File: src/rtl/sipo_collect4_pkg.sv
// Shared constants and NAND helper functions for the 4-bit serial collector.
package sipo_collect4_pkg;

    localparam int WORD_W = 4;
    localparam int CNT_W  = 2;

    // Two-input NAND, the basic gate every other function is built from.
    function automatic logic nand2(input logic a, input logic b);
        return ~(a & b);
    endfunction

    // Three-input NAND, used for the terminal-count decode.
    function automatic logic nand3(input logic a, input logic b, input logic c);
        return ~(a & b & c);
    endfunction

endpackage

File: src/rtl/d_ff_sync_re_en.sv
// Falling-edge D flip-flop with synchronous active-high clear and a
// NAND-mux hold path when EN=0. The master latch is open while C is high
// and the slave takes its value on the falling edge, so the pair behaves
// as a single negative-edge register.
module d_ff_sync_re_en
    import sipo_collect4_pkg::*;
(
    input  logic D,
    input  logic C,
    input  logic RE,
    input  logic EN,
    output logic Q,
    output logic Qnot
);

    logic en_n;
    logic sel_d;
    logic sel_q;
    logic mux_o;
    logic re_n;
    logic clr_n;
    logic d_in;

    // 2:1 NAND mux: EN=1 selects D, EN=0 recirculates Q.
    assign en_n  = nand2(EN, EN);
    assign sel_d = nand2(EN, D);
    assign sel_q = nand2(en_n, Q);
    assign mux_o = nand2(sel_d, sel_q);

    // Clear dominates the mux output so RE=1 forces 0 regardless of EN.
    assign re_n  = nand2(RE, RE);
    assign clr_n = nand2(mux_o, re_n);
    assign d_in  = nand2(clr_n, clr_n);

    // Master/slave transfer on the falling edge of C.
    always_ff @(negedge C) begin
        Q <= d_in;
    end

    assign Qnot = ~Q;

endmodule

File: src/rtl/sipo_collect4.sv
// Serial-to-parallel collector: shifts in D on enabled falling edges and
// transfers each complete 4-bit word to P with a one-cycle V pulse.
// The first-received bit of a word ends up in P[3].
module sipo_collect4
    import sipo_collect4_pkg::*;
(
    input  logic              C,
    input  logic              RE,
    input  logic              D,
    input  logic              EN,
    output logic [WORD_W-1:0] P,
    output logic              V,
    output logic [CNT_W-1:0]  CNT
);

    // Shift register: only the low three bits feed the next word; the top
    // bit is shifted out and never read.
    logic [2:0]        sr;
    logic              sr_top_unused;
    logic [2:0]        sr_qn_unused;
    logic              sr_top_qn_unused;
    logic [WORD_W-1:0] word_d;

    // Counter, output word and valid flop signals.
    logic [CNT_W-1:0]  cnt_qn;
    logic [CNT_W-1:0]  cnt_d;
    logic [WORD_W-1:0] p_qn_unused;
    logic              v_qn_unused;

    // Terminal-count decode signals.
    logic re_n;
    logic en_ok_n;
    logic en_ok;
    logic tc_n;
    logic tc;
    logic x_a;
    logic x_b;

    // Candidate word / shift-register next value: {SR[2:0], D}.
    assign word_d = {sr, D};

    genvar i;
    generate
        for (i = 0; i < 3; i++) begin : g_sr
            d_ff_sync_re_en u_sr (
                .D    (word_d[i]),
                .C    (C),
                .RE   (RE),
                .EN   (EN),
                .Q    (sr[i]),
                .Qnot (sr_qn_unused[i])
            );
        end
    endgenerate

    d_ff_sync_re_en u_sr_top (
        .D    (word_d[3]),
        .C    (C),
        .RE   (RE),
        .EN   (EN),
        .Q    (sr_top_unused),
        .Qnot (sr_top_qn_unused)
    );

    // Counter increment in NAND form: bit0 toggles, bit1 = bit1 XOR bit0.
    // 3 + 1 wraps to 0 with no extra logic.
    assign cnt_d[0] = cnt_qn[0];
    assign x_a      = nand2(CNT[1], cnt_qn[0]);
    assign x_b      = nand2(cnt_qn[1], CNT[0]);
    assign cnt_d[1] = nand2(x_a, x_b);

    generate
        for (i = 0; i < CNT_W; i++) begin : g_cnt
            d_ff_sync_re_en u_cnt (
                .D    (cnt_d[i]),
                .C    (C),
                .RE   (RE),
                .EN   (EN),
                .Q    (CNT[i]),
                .Qnot (cnt_qn[i])
            );
        end
    endgenerate

    // Word completes when CNT==3 AND EN AND NOT RE; reset wins a collision.
    assign re_n    = nand2(RE, RE);
    assign en_ok_n = nand2(EN, re_n);
    assign en_ok   = nand2(en_ok_n, en_ok_n);
    assign tc_n    = nand3(CNT[1], CNT[0], en_ok);
    assign tc      = nand2(tc_n, tc_n);

    generate
        for (i = 0; i < WORD_W; i++) begin : g_p
            d_ff_sync_re_en u_p (
                .D    (word_d[i]),
                .C    (C),
                .RE   (RE),
                .EN   (tc),
                .Q    (P[i]),
                .Qnot (p_qn_unused[i])
            );
        end
    endgenerate

    // Valid flop always loads, so it follows tc and drops after one edge.
    d_ff_sync_re_en u_v (
        .D    (tc),
        .C    (C),
        .RE   (RE),
        .EN   (1'b1),
        .Q    (V),
        .Qnot (v_qn_unused)
    );

endmodule
File: config.mk
export PLATFORM = sky130hd
export DESIGN_NAME = sipo_collect4
export DESIGN_NICKNAME = d
export VERILOG_FILES = /design/src/rtl/sipo_collect4_pkg.sv /design/src/rtl/d_ff_sync_re_en.sv /design/src/rtl/sipo_collect4.sv
export SDC_FILE = /design/constraint.sdc
export NUM_CORES = 1
export LEC_CHECK = 0
export CAP_MARGIN = 5
export CORE_AREA = 4 4 41 43
export CTS_BUF_LIST = sky130_fd_sc_hd__clkbuf_2 sky130_fd_sc_hd__clkbuf_4 sky130_fd_sc_hd__clkbuf_8
export CTS_CLUSTER_SIZE = 8
export DETAILED_ROUTE_END_ITERATION = 6
export DIE_AREA = 0 0 45 47
export PLACE_DENSITY_LB_ADDON = 0.1
export SETUP_SLACK_MARGIN = 0.1
export SLEW_MARGIN = 30
export SYNTH_ARGS = -nofsm -noshare
export SYNTH_HDL_FRONTEND = slang
export SYNTH_SLANG_ARGS = --single-unit
File: constraint.sdc
create_clock -name C -period 1.9 [get_ports C]
set_clock_uncertainty 0.1 [all_clocks]
set_input_delay 0.38 -clock C [delete_from_list [all_inputs] [get_ports C]]
set_output_delay 0.38 -clock C [all_outputs]
set_load 0.02 [all_outputs]
* Word-level counts from Yosys, hierarchy flattened *
Index checks and enable logic that the tools add are counted.

word-level totals
  input bits = 4
  output and inout port bits = 7
  bits in registers = 10
  logic and storage cells = 88

cells by class
  bitwise operators = 78

operators with widths
  cell            count
  1-bit AND       43
  1-bit inverter  35

* Logic depth before layout (Yosys ltp) *
  word-level depth = 10
  gate-level depth with buffers = 4
  depth with buffers taken out = 3

* By module *
A second synthesis with hierarchy kept.

unflattened totals
  cells, all modules = 53
  area, all modules = 435.4 µm²

by module, submodules not included
  module           sequential area each (µm²)  cells an instance  times used  area an instance (µm²)
  d_ff_sync_re_en  20.0                        5                  10          41.3
  sipo_collect4    0.0                         3                  1           22.5

==> impl_metrics.yaml <==
run_status:
  status: "finished with violations"
  violations: "negative setup slack"
clock_network:
  postCtsSetupRepairBufs: 0
  cts_root_buf: "clkbuf_4"
  clk_pin_slew_ps: 40
  clockBufferDepth: 2
  htreeDepth: 1
  cts-buffers-inserted: 3
  clkLatencyLatePin_ps: 340
  clock_sinks: 10
  tritoncts: "built"
  ctsHoldBuffers: 0
setup_path:
  reg2reg_depth: 4
  slowest_delay_ps: 320
  cp_slowest_cell: "dfxtp_2"
  crit_type: "reg -> out"
  cp-start-kind: "flip-flop"
  r2r-end: "g_p[1].u_p.Q"
  path_cells: "buf_6"
  crit_buf_inv: 1
  critPathArrivalTime_ps: 1720
  critPathLaunch: "g_cnt[1].u_cnt.Q"
  path_max_fanout: 2
  critPathTopFamily: "flip-flops"
  end_kind: "output port"
  r2r_start: "g_cnt[0].u_cnt.Q"
  required_ps: 1420
  crit_end: "CNT[1]"
  cp.depth: 1
  r2r_slack_ps: 600
pwr:
  p_per_area_nw_per_um2: 809
  peakVddDrop_uv: 349
  leakagePower_nw: 0.322
  p_total_mw: 0.528
routing:
  wl_per_cell_um: 10.4
  routed_wirelength_um: 835
  vias: 350
  viasPerCell: 4.38
  drc_errors: 0
  first_pass_iters: 4
  drtIter0Drc: 5
  ant_nets: 0
hold_path:
  hp-class: "reg -> reg"
yosys:
  synth_area_per_cell_um2: 9.70
  synth_most_common_cell: "dfxtp_1"
  async_reset_ff_frac: 0
  synth.area.top_cells: "dfxtp_1 (46%), buf_4 (10%), a21bo_2 (9.2%)"
  syn-instance-count: 45
  synth_cell_types: 14
  synth_common_cells: "dfxtp_1 (10), buf_4 (6), nor2_1 (6)"
  ys_ff_latch: 10
  synth-edff-count: 0
  yosysWarnings: 0
  syn_area_um2: 437
  yosysTopAreaCellShare: 0.458
  syn_nets: 50
  synth_seq_area_share: 0.458
  synthFlopType: "dfxtp_1"
  synth_top_area_cell: "dfxtp_1"
floorplanning:
  core.rowCount: 13
  fp.coreArea_um2: 1300
  dieArea_um2: 2120
  initial_core_util: 0.336
  die_w_um: 45
  ioPinCount: 11
  die_height_um: 47
cells_and_area:
  insertedDiodeCount: 0
  fin_util: 0.502
  instances_no_fill: 80
  seqCellArea_um2: 209
  fin_nets: 71
  drive_above_1_share: 0.462
  syn2layout_area_growth_pct: 49.6
  nFillCells: 123
  multi_input_area_um2: 171
sta:
  hold_violations: 0
  finalSetupViolCount: 7
  slew_viol_final: 0
  fin_ws_ps: -302
  rsz0062_at_grt: "true"
  worst_slew_pin_slew_ps: 310
  worst_hold_slack_ps: 377
  slew_headroom: 0.793
global_routing:
  grt_max_degree: 10
  grt-busiest-layer: "met2"
  grt_pass1_vias: 376
  antenna_found_initial: 0
  grt_util_met2: 0.130
  grt_first_pass_wirelength_mm: 1.37
  use_met1: 0.0991
  grt_use_met3: 0.0460
  globalRouteOverflowTotal: 0
  grt_usage: 0.0921
placed_design:
  place.gp.congestion: 0.695
  io_buffers: 10
  dpl.hpwl_um: 518
  place_inst: 65
flow_run:
  drv_cap: 0
[timing repair]
item / 4_1_cts / 5_1_grt
gates resized for setup: 53 / 1
pin swaps: 2 / 1
hold endpoints to repair: 0 / 0
gates cloned: 2 / 0
setup endpoints to repair: 17 / 9
[worst min path at each step]
stage / from / endpoint / slack (ps) / cells past startpoint
2_1_floorplan: g_sr[2].u_sr.Q / g_p[3].u_p.Q / 340 / 2
6_report: g_sr[0].u_sr.Q / g_p[1].u_p.Q / 380 / 2
4_1_cts: g_sr[0].u_sr.Q / g_p[1].u_p.Q / 380 / 2
5_1_grt: g_sr[0].u_sr.Q / g_p[1].u_p.Q / 410 / 2
3_5_place_dp: g_sr[2].u_sr.Q / g_p[3].u_p.Q / 370 / 2
3_3_place_gp: g_sr[2].u_sr.Q / g_p[3].u_p.Q / 350 / 2
[kinds of logic after synthesis]
| kind of cell | share of synthesized area |
|---|---|
| AO/OA/AOI/OAI | 0.138 |
| flip-flops | 0.458 |
| AND/OR/NAND/NOR | 0.106 |
| buffers and inverters | 0.158 |
| XOR/XNOR | 0.0201 |
| multiplexers | 0.0917 |
| adder cells (fa/ha/maj) | 0.0286 |
[routing by layer]
layer  share of wire  vias up
met5               0        -
met4           0.025        0
met3           0.078        2
met2            0.48       11
met1            0.42      154
li1                -      183
[power breakdown]
group          internal (mW)  leakage [nW]  switching [mW]
Combinational         0.0401         0.171          0.0292
Clock                  0.105        0.0671           0.130
Sequential             0.220        0.0845         0.00466
Total                  0.364         0.322           0.164
[sequential cells by signal, indices dropped and copies added (netlist names)]
name,count
g_sr.u_sr.Q,3
u_v.Q,1
g_p.u_p.Q,4
g_cnt.u_cnt.Q,2
[final cells by class]
type | instances | area share
Sequential cell | 10 | 0.320
Multi-Input combinational cell | 25 | 0.262
Clock inverter | 11 | 0.0651
Clock buffer | 3 | 0.0345
Timing Repair Buffer | 16 | 0.289
Tap cell | 15 | 0.0287
[stage by stage]
| stage | setup TNS (ps) | instance area (µm²) | setup WS [ps] |
|---|---|---|---|
| floorplan | 0 | 478 | 28.2 |
| global placement | -8060 | 542 | -533 |
| detailed placement | -8190 | 542 | -564 |
| CTS | -2100 | 658 | -311 |
| global route | -2210 | 653 | -331 |
| finish | -2030 | 653 | -302 |
[layout by cell type (no fill, tap or decap), drive strengths merged, types with 2 or more instances in the layout]
cell         Yosys  layout
buf              8      14
clkbuf           1       3
nor2             6       6
mux2i            4       4
dlygate4sd2      0       2
nand3            4       4
dfxtp           10      10
a21bo            4       4
inv              1      10
a21oi            4       4
Power figures use the tool's default switching activity.
